$ cat config.mk
export PLATFORM = sky130hd
export DESIGN_NAME = display_port_bridge
export DESIGN_NICKNAME = d
export VERILOG_FILES = /design/src/rtl/display_port_bridge.sv
export SDC_FILE = /design/constraint.sdc
export NUM_CORES = 1
export LEC_CHECK = 0
export BUFFER_PORTS_ARGS = -buffer_cell sky130_fd_sc_hd__buf_2
export CORE_MARGIN = 4
export CORE_UTILIZATION = 32
export CTS_CLUSTER_DIAMETER = 150
export DETAILED_ROUTE_END_ITERATION = 12
export PLACE_DENSITY = 0.62
export SLEW_MARGIN = 20
export SYNTH_ARGS = -nofsm -noshare
export SYNTH_HDL_FRONTEND = slang
export SYNTH_SLANG_ARGS = --single-unit
$ cat constraint.sdc
create_clock -name clk -period 1.8 [get_ports clk]
set_input_delay 0.09 -clock clk [delete_from_list [all_inputs] [get_ports clk]]
set_output_delay 0.09 -clock clk [all_outputs]
set_load 0.05 [all_outputs]
$ cat src/rtl/display_port_bridge.sv
`default_nettype none
// +------------------------------------------------------------------------+
// | Module  : display_port_bridge                                          |
// | Brief   : kcpsm3 port bus to dsp character port, with cursor and clear |
// | Revision: 1.0  initial release                                         |
// +------------------------------------------------------------------------+
module display_port_bridge #(
  parameter int             COLS       = 80,
  parameter int             ROWS       = 30,
  parameter int             COL_W      = 7,
  parameter int             ROW_W      = 5,
  parameter logic [7:0]     PORT_BASE  = 8'h00,
  parameter logic [7:0]     ATTR_RESET = 8'h07
) (
  input  logic             clk,
  input  logic             reset,
  input  logic [7:0]       port_id,
  input  logic             write_strobe,
  input  logic             read_strobe,
  input  logic [7:0]       out_port,
  output logic [7:0]       in_port,
  output logic [ROW_W-1:0] dsp_row,
  output logic [COL_W-1:0] dsp_col,
  output logic             dsp_en,
  output logic             dsp_wr,
  output logic [15:0]      dsp_wr_data,
  output logic             busy
);

  localparam logic [COL_W-1:0] c_lastCol = COL_W'(COLS - 1);
  localparam logic [ROW_W-1:0] c_lastRow = ROW_W'(ROWS - 1);
  localparam logic [7:0]       c_colMax  = 8'(COLS - 1);
  localparam logic [7:0]       c_rowMax  = 8'(ROWS - 1);
  localparam logic [7:0]       c_space   = 8'h20;
  localparam logic [2:0]       c_offCol    = 3'd0;
  localparam logic [2:0]       c_offRow    = 3'd1;
  localparam logic [2:0]       c_offAttr   = 3'd2;
  localparam logic [2:0]       c_offChar   = 3'd3;
  localparam logic [2:0]       c_offCmd    = 3'd4;
  localparam logic [2:0]       c_offStatus = 3'd5;

  typedef enum logic [0:0] {
    S_IDLE  = 1'b0,
    S_CLEAR = 1'b1
  } state_t;

  state_t           r_state,   w_nextState;
  logic [COL_W-1:0] r_curCol,  w_nextCurCol;
  logic [ROW_W-1:0] r_curRow,  w_nextCurRow;
  logic [7:0]       r_attr,    w_nextAttr;
  logic [COL_W-1:0] r_dspCol,  w_nextDspCol;
  logic [ROW_W-1:0] r_dspRow,  w_nextDspRow;
  logic [15:0]      r_dspData, w_nextDspData;
  logic             r_dspEn,   w_nextDspEn;
  logic             r_overrun, w_nextOverrun;

  logic       w_hit;
  logic [2:0] w_off;
  logic       w_wrCol, w_wrRow, w_wrAttr, w_wrChar, w_wrCmd, w_rdStatus;

  function automatic logic [ROW_W-1:0] incRow(input logic [ROW_W-1:0] row);
    return (row == c_lastRow) ? '0 : row + 1'b1;
  endfunction

  assign w_hit      = (port_id[7:3] == PORT_BASE[7:3]);
  assign w_off      = port_id[2:0];
  assign w_wrCol    = write_strobe & w_hit & (w_off == c_offCol);
  assign w_wrRow    = write_strobe & w_hit & (w_off == c_offRow);
  assign w_wrAttr   = write_strobe & w_hit & (w_off == c_offAttr);
  assign w_wrChar   = write_strobe & w_hit & (w_off == c_offChar);
  assign w_wrCmd    = write_strobe & w_hit & (w_off == c_offCmd);
  assign w_rdStatus = read_strobe  & w_hit & (w_off == c_offStatus);

  always_ff @(posedge clk or negedge reset) begin
    if (!reset) begin
      r_state   <= S_IDLE;
      r_curCol  <= '0;
      r_curRow  <= '0;
      r_attr    <= ATTR_RESET;
      r_dspCol  <= '0;
      r_dspRow  <= '0;
      r_dspData <= '0;
      r_dspEn   <= 1'b0;
      r_overrun <= 1'b0;
    end else begin
      r_state   <= w_nextState;
      r_curCol  <= w_nextCurCol;
      r_curRow  <= w_nextCurRow;
      r_attr    <= w_nextAttr;
      r_dspCol  <= w_nextDspCol;
      r_dspRow  <= w_nextDspRow;
      r_dspData <= w_nextDspData;
      r_dspEn   <= w_nextDspEn;
      r_overrun <= w_nextOverrun;
    end
  end

  always_comb begin
    w_nextState   = r_state;
    w_nextCurCol  = r_curCol;
    w_nextCurRow  = r_curRow;
    w_nextAttr    = w_wrAttr ? out_port : r_attr;
    w_nextDspCol  = r_dspCol;
    w_nextDspRow  = r_dspRow;
    w_nextDspData = r_dspData;
    w_nextDspEn   = 1'b0;
    // Set dominates the read-to-clear of the sticky overrun flag.
    w_nextOverrun = (r_overrun & ~w_rdStatus) |
                    ((r_state == S_CLEAR) & (w_wrCol | w_wrRow | w_wrChar | w_wrCmd));

    case (r_state)
      S_IDLE: begin
        if (w_wrCmd && out_port[0]) begin
          w_nextState   = S_CLEAR;
          w_nextDspRow  = '0;
          w_nextDspCol  = '0;
          w_nextDspData = {r_attr, c_space};
          w_nextDspEn   = 1'b1;
        end else if (w_wrCmd && out_port[1]) begin
          w_nextCurCol = '0;
          w_nextCurRow = incRow(r_curRow);
        end else if (w_wrChar) begin
          w_nextDspRow  = r_curRow;
          w_nextDspCol  = r_curCol;
          w_nextDspData = {r_attr, out_port};
          w_nextDspEn   = 1'b1;
          if (r_curCol == c_lastCol) begin
            w_nextCurCol = '0;
            w_nextCurRow = incRow(r_curRow);
          end else begin
            w_nextCurCol = r_curCol + 1'b1;
          end
        end else if (w_wrCol) begin
          w_nextCurCol = (out_port > c_colMax) ? c_lastCol : out_port[COL_W-1:0];
        end else if (w_wrRow) begin
          w_nextCurRow = (out_port > c_rowMax) ? c_lastRow : out_port[ROW_W-1:0];
        end
      end

      S_CLEAR: begin
        // The attribute latched into r_dspData at clear start is held throughout.
        w_nextDspEn = 1'b1;
        if (r_dspCol == c_lastCol) begin
          w_nextDspCol = '0;
          if (r_dspRow == c_lastRow) begin
            w_nextState  = S_IDLE;
            w_nextDspEn  = 1'b0;
            w_nextDspRow = '0;
            w_nextCurCol = '0;
            w_nextCurRow = '0;
          end else begin
            w_nextDspRow = r_dspRow + 1'b1;
          end
        end else begin
          w_nextDspCol = r_dspCol + 1'b1;
        end
      end

      default: w_nextState = S_IDLE;
    endcase
  end

  always_comb begin
    in_port = 8'h00;
    if (w_hit) begin
      case (w_off)
        c_offCol:    in_port = 8'(r_curCol);
        c_offRow:    in_port = 8'(r_curRow);
        c_offAttr:   in_port = r_attr;
        c_offStatus: in_port = {6'b0, r_overrun, (r_state == S_CLEAR)};
        default:     in_port = 8'h00;
      endcase
    end
  end

  assign dsp_row     = r_dspRow;
  assign dsp_col     = r_dspCol;
  assign dsp_en      = r_dspEn;
  assign dsp_wr      = r_dspEn;
  assign dsp_wr_data = r_dspData;
  assign busy        = (r_state == S_CLEAR);

endmodule
`default_nettype wire

### Yosys cells after proc, flatten, opt, wreduce, memory -nomap -nowiden

Index checks and enable logic that the tools add are counted.

* logic and storage cells: 104
* output and inout bits: 39
* flip-flop bits (word level): 51
* bits of input ports: 20

* multiplexer cells: 44
* bitwise gates (word level): 16
* magnitude comparators: 2
* reduce and logical (&&, ||, !) cells: 10
* $add $sub $neg: 4
* equal/unequal tests: 19

Operator list (number)
* two-way mux 7 bit: 12
* two-way mux 5 bit: 15
* two-way mux 16 bit: 3
* case mux 8 bit (4 select lines): 1
* case mux 7 bit (2 select lines): 2
* case mux 5 bit (2 select lines): 2
* != test 4 bit, second input constant: 4
* adder 7 x 1 -> 7 bit, second input constant: 2
* == test 7 bit, second input constant: 2
* adder 5 x 1 -> 5 bit, second input constant: 2
* bitwise AND 1 bit: 10
* == test 5 bit, second input constant: 2
* > comparator 8 x 5 -> 1 bit, second input constant: 1
* > comparator 8 x 7 -> 1 bit, second input constant: 1
* two-way mux 8 bit: 1
* == test 3 x 2 -> 1 bit, second input constant: 2
* == test 3 bit, second input constant: 2
* two-way mux 1 bit: 6
* != test 3 bit, second input constant: 2
* AND reduction 3 bit: 2
* AND reduction 6 bit: 1
* logical NOT 5 bit: 1
* != test 2 x 1 -> 1 bit, second input constant: 2
* != test 2 bit, second input constant: 2
* 9 further kinds: 15

### Logic depth before layout (Yosys ltp)

* word-level depth: 9
* gate-level depth with buffers: 9
* depth with buffers taken out: 7

### Worst setup path after synthesis

No wires, ideal clock.

* path type: input to output
* start: input port port_id[3]
* end: output port in_port[5]
* arrival time: 2245 ps
* required time: 1710 ps
* stages on the path: 4
* setup slack: -535 ps
* buffers on the path: 1
* cells stage by stage: nor4_4 -> nand2b_1 -> clkbuf_1 -> nor4_1

* word-level cells in the longest chain between the ends: 2

RTL lines
* start: declaration: RTL line 17 `input logic [7:0] port_id,`
* logical NOT 5 bit: RTL line 65 `assign w_hit = (port_id[7:3] == PORT_BASE[7:3]);`
* two-way mux 8 bit: RTL line 165 `if (w_hit) begin`
* end: declaration: RTL line 21 `output logic [7:0] in_port,`

Every way passes these cells.

### Final worst setup path

* start: register r_curCol[0]
* end: register r_curRow[0]

* word-level cells in the longest chain between the ends: 3

RTL lines
* start: declaration: RTL line 48 `logic [COL_W-1:0] r_curCol, w_nextCurCol;`
* start signal: assignment: RTL line 87 `r_curCol <= w_nextCurCol;`
* == test 7 bit: RTL line 127 `if (r_curCol == c_lastCol) begin`
* != test 4 bit (no source line)
* AND reduction 6 bit (no source line)
* end signal: assignment: RTL line 88 `r_curRow <= w_nextCurRow;`
* end: declaration: RTL line 49 `logic [ROW_W-1:0] r_curRow, w_nextCurRow;`

Every way passes these cells.
A chain may end at the register's enable or synchronous reset.

==> report_table.html <==
<table>
<tr><th>Metric</th><th>Value</th></tr>
<tr><th colspan="2">Detailed routing</th></tr>
<tr><td>Total length of routed wires</td><td>9.50 mm</td></tr>
<tr><td>Drt via density</td><td>5.34</td></tr>
<tr><td>Vias after detailed routing</td><td>3123</td></tr>
<tr><td>First-iteration detailed-routing DRC count</td><td>252</td></tr>
<tr><td>Post-detailed-route DRC marker count</td><td>0</td></tr>
<tr><td>Detailed-router iteration count before antenna repair</td><td>6</td></tr>
<tr><td>Antenna-violating nets left</td><td>0</td></tr>
<tr><td>Wirelength per Cell</td><td>16.2 µm</td></tr>
<tr><th colspan="2">Global routing</th></tr>
<tr><td>Total GRT Usage</td><td>16.6%</td></tr>
<tr><td>Largest net degree at the start of global routing</td><td>52</td></tr>
<tr><td>First-pass GRT wire length</td><td>15.5 mm</td></tr>
<tr><td>Vias in the first global route</td><td>3034</td></tr>
<tr><td>Total gr overflow</td><td>0</td></tr>
<tr><td>Number of antenna violations at the first check in global routing</td><td>1</td></tr>
<tr><th colspan="2">Synthesis</th></tr>
<tr><td>Number of flip-flops and latches in the synthesized netlist</td><td>51</td></tr>
<tr><td>Count of flip-flops with a built-in enable after synthesis</td><td>0</td></tr>
<tr><td>Synthesized cell area</td><td>3170 µm²</td></tr>
<tr><td>Mean cell area of the mapped netlist</td><td>8.84 µm²</td></tr>
<tr><td>Cell type with the largest total area after synthesis</td><td>dfrtp_1</td></tr>
<tr><td>Fraction of the yosys area taken by sequential cells</td><td>40.3%</td></tr>
<tr><td>Area fraction of the dominant cell type after synthesis</td><td>37.9%</td></tr>
<tr><td>Fraction of synthesis flops using an asynchronous set or reset pin</td><td>100%</td></tr>
<tr><td>Syn Nets</td><td>385</td></tr>
<tr><td>Top cells by area, synth</td><td>dfrtp_1 38%, nand2_1 7.7%, mux2i_1 3.8%</td></tr>
<tr><td>Synthesized netlist cell count</td><td>359</td></tr>
<tr><td>Yosys warning count</td><td>0</td></tr>
<tr><td>Yosys cell types</td><td>64</td></tr>
<tr><td>Most used flip-flop cell after synthesis</td><td>dfrtp_1</td></tr>
<tr><th colspan="2">Clock network</th></tr>
<tr><td>Cts bufs inserted</td><td>5</td></tr>
<tr><td>Clock transition at the register clock pins on the worst setup and hold paths after CTS</td><td>0.11 ns</td></tr>
<tr><td>Total number of clock tree sinks</td><td>51</td></tr>
<tr><td>Clock Latency Late Sink</td><td>0.31 ns</td></tr>
<tr><td>CTS tree</td><td>built</td></tr>
<tr><td>Max clock buf depth</td><td>2</td></tr>
<tr><td>CTS Root Cell</td><td>clkbuf_8</td></tr>
<tr><td>Deepest level of the CTS H-tree</td><td>2</td></tr>
<tr><th colspan="2">Cells and area</th></tr>
<tr><td>Post-layout nets</td><td>476</td></tr>
<tr><td>Growth of design area from synthesis to finish</td><td>28.8%</td></tr>
<tr><td>Fillers</td><td>971</td></tr>
<tr><td>Layout cells sized above 1</td><td>34.1%</td></tr>
<tr><th colspan="2">Outcome</th></tr>
<tr><td>Status</td><td>completed</td></tr>
<tr><th colspan="2">Floorplan</th></tr>
<tr><td>Boundary Pins</td><td>59</td></tr>
<tr><td>Core Rows</td><td>36</td></tr>
<tr><td>DIE HEIGHT</td><td>108 µm</td></tr>
<tr><td>Area enclosed by the die boundary</td><td>11600 µm²</td></tr>
<tr><td>Placeable core region</td><td>9730 µm²</td></tr>
<tr><td>Initial Utilization</td><td>32.6%</td></tr>
<tr><td>Overall die width</td><td>108 µm</td></tr>
<tr><th colspan="2">Timing</th></tr>
<tr><td>Total negative slack for setup checks</td><td>0 ns</td></tr>
<tr><td>Final Skew</td><td>0.0130 ns</td></tr>
<tr><td>Number of endpoints with negative hold slack in the final report</td><td>0</td></tr>
<tr><td>Actual transition at the worst max-transition pin</td><td>0.488 ns</td></tr>
<tr><td>Peak clock frequency supported by timing</td><td>0.577 GHz</td></tr>
<tr><td>Final period demand of the worst path</td><td>1.73 ns</td></tr>
<tr><td>Unrepaired setup endpoints after global routing</td><td>yes</td></tr>
<tr><td>Final cycle utilization of the critical path</td><td>96.2%</td></tr>
<tr><td>Worst rel slew slack</td><td>67.2%</td></tr>
<tr><td>Number of pins exceeding their max-slew limit in the final report</td><td>0</td></tr>
<tr><td>Number of setup violations in the final report</td><td>0</td></tr>
<tr><td>Worst-case setup margin in the final layout</td><td>0.0683 ns</td></tr>
<tr><th colspan="2">Job</th></tr>
<tr><td>Number of violations of the max-capacitance limit</td><td>0</td></tr>
<tr><th colspan="2">Critical path</th></tr>
<tr><td>Worst setup EP type</td><td>register</td></tr>
<tr><td>Nature of the critical path startpoint</td><td>register</td></tr>
<tr><td>Start-to-end type of the worst setup path</td><td>register to register</td></tr>
<tr><td>Series of cell instances along the critical path</td><td>ha_1 -&gt; nand4bb_1 -&gt; o21ai_0 -&gt; nand3_2 -&gt; a31o_4 -&gt; mux2_4</td></tr>
<tr><td>CP max-delay cell</td><td>dfrtp_1</td></tr>
<tr><td>Required time worst endpoint</td><td>2.00 ns</td></tr>
<tr><td>Buffers plus inverters on the worst setup path</td><td>0</td></tr>
<tr><td>CP Max Fanout</td><td>4</td></tr>
<tr><td>Delay of the slowest cell on the worst path</td><td>0.38 ns</td></tr>
<tr><td>Family of cells with the greatest summed delay on the critical path</td><td>compound AO/OA/AOI/OAI gates</td></tr>
<tr><td>Worst EP arrival</td><td>1.93 ns</td></tr>
<tr><th colspan="2">Hold path</th></tr>
<tr><td>Hold Path Class</td><td>primary input to register</td></tr>
<tr><th colspan="2">Placed design</th></tr>
<tr><td>Dpl ws</td><td>-0.00819 ns</td></tr>
<tr><td>PortBufs</td><td>58</td></tr>
<tr><td>Placed wire-length estimate</td><td>7.18 mm</td></tr>
<tr><td>Final weighted congestion in routability-driven placement</td><td>0.896</td></tr>
<tr><th colspan="2">Pwr</th></tr>
<tr><td>VDD IR max</td><td>0.507 mV</td></tr>
<tr><td>Cell Pwr Density</td><td>933 nW/µm²</td></tr>
<tr><td>Final Power</td><td>3.82 mW</td></tr>
<tr><td>Cell leakage power</td><td>1.95 nW</td></tr>
</table>
worst register-to-register path: cells and delay by family (launching register included):
family | cells | cell delay, ns
AO/OA/AOI/OAI | 2 | 0.54
flip-flops | 1 | 0.38
multiplexers | 1 | 0.30
AND/OR/NAND/NOR | 2 | 0.24
adder cells (fa/ha/maj) | 1 | 0.17
state kept, by name, indices dropped and copies added (netlist names):
| name | cells |
|---|---|
| r_overrun | 1 |
| r_curCol | 7 |
| r_curRow | 5 |
| dsp_wr_data | 16 |
| dsp_en | 1 |
| r_attr | 8 |
| dsp_col | 7 |
| busy | 1 |
| dsp_row | 5 |
cells in the mapped netlist, drive strengths merged, types with 2 or more instances:
master	number
a211o	2
a21o	2
a21oi	14
a22o	2
a22oi	2
a311oi	3
a31oi	5
a32o	2
a32oi	2
and3	2
buf	11
clkbuf	8
dfrtp	48
dfstp	3
ha	6
inv	10
mux2	10
mux2i	12
nand2	65
nand2b	6
nand3	25
nand3b	2
nand4	3
nor2	28
nor2b	8
nor3	9
nor4	5
o211ai	4
o21a	3
o21ai	26
o221ai	2
o22ai	3
o311ai	2
o31ai	3
or3	2
timing repair:
action,in CTS,in global routing
gates resized for setup,3,7
setup buffers,0,2
pin swaps,0,1
endpoints found under the hold margin,48,0
endpoints found under the setup margin,1,15
hold buffers,1,0
kinds of logic (layout without fill, tap and decap cells):
| kind of cell | after synthesis | count (layout) | share of synthesized area, % |
|---|---|---|---|
| AOI/OAI and AO/OA | 83 | 83 | 17.7 |
| xor gates and xnor gates | 1 | 1 | 0.276 |
| adders and majority gates | 6 | 6 | 2.37 |
| buffers and inverters | 29 | 121 | 4.22 |
| DFF | 51 | 51 | 40.3 |
| muxes | 22 | 22 | 7.69 |
| other | 0 | 1 | 0 |
| and+or+nand+nor | 167 | 167 | 27.4 |
report_power, final:
group | internal (mW) | switching (mW)
registers | 1.33 | 0.221
clock network | 0.415 | 0.415
logic | 0.499 | 0.938
final cells by class:
class / instances / area (µm²) / area share, %
inverter: 10 / 37.5 / 0.918
timing repair buffer: 103 / 652 / 15.9
sequential: 51 / 1300 / 31.7
tap: 133 / 166 / 4.07
multi-input combinational: 279 / 1820 / 44.5
clock inverter: 3 / 43.8 / 1.07
antenna: 1 / 2.50 / 0.0612
clock buffer: 5 / 68.8 / 1.68
stage by stage:
step / std cells / area [µm²] / hold slack (ns) / util, %
floorplan: 359 / 3230 / -0.206 / -
global placement: 573 / 3910 / 0.108 / 40.2
detailed placement: 573 / 3910 / 0.105 / 40.2
CTS: 582 / 4050 / 0.0635 / 41.6
global route: 585 / 4090 / 0.0713 / 42.0
finish: 585 / 4090 / 0.0685 / 42.0
layout by cell type (no fill, tap or decap), types with 10 or more instances in the layout:
cell | netlist | final
nor2_1 | 27 | 27
nand2_1 | 65 | 64
buf_4 | 5 | 44
a21oi_1 | 14 | 14
buf_2 | 5 | 56
mux2i_1 | 12 | 12
o21ai_0 | 24 | 23
dfrtp_2 | 0 | 10
dfrtp_1 | 48 | 37
nand3_1 | 23 | 22
worst paths after layout:
| check | startpoint | depth (start not counted) | endpoint | slack (ns) |
|---|---|---|---|---|
| max in group asynchronous | reset | 3 | r_attr[1] | 1.21 |
| hold / removal | out_port[6] | 3 | dsp_wr_data[6] | 0.07 |
| setup reg to reg | r_curCol[0] | 6 | r_curRow[0] | 0.07 |
| hold reg to reg | dsp_wr_data[0] | 2 | dsp_wr_data[0] | 0.48 |
| min in group asynchronous | reset | 3 | dsp_col[6] | 0.30 |
| setup / recovery | r_curCol[0] | 6 | r_curRow[0] | 0.07 |
per-layer routing:
metal  GRT usage [%]  part of all wire (%)
met4            4.15                   1.4
met5               0                     0
met1            23.7                    46
met2            26.1                    44
met3            3.12                   7.7
Power figures use the tool's default switching activity.
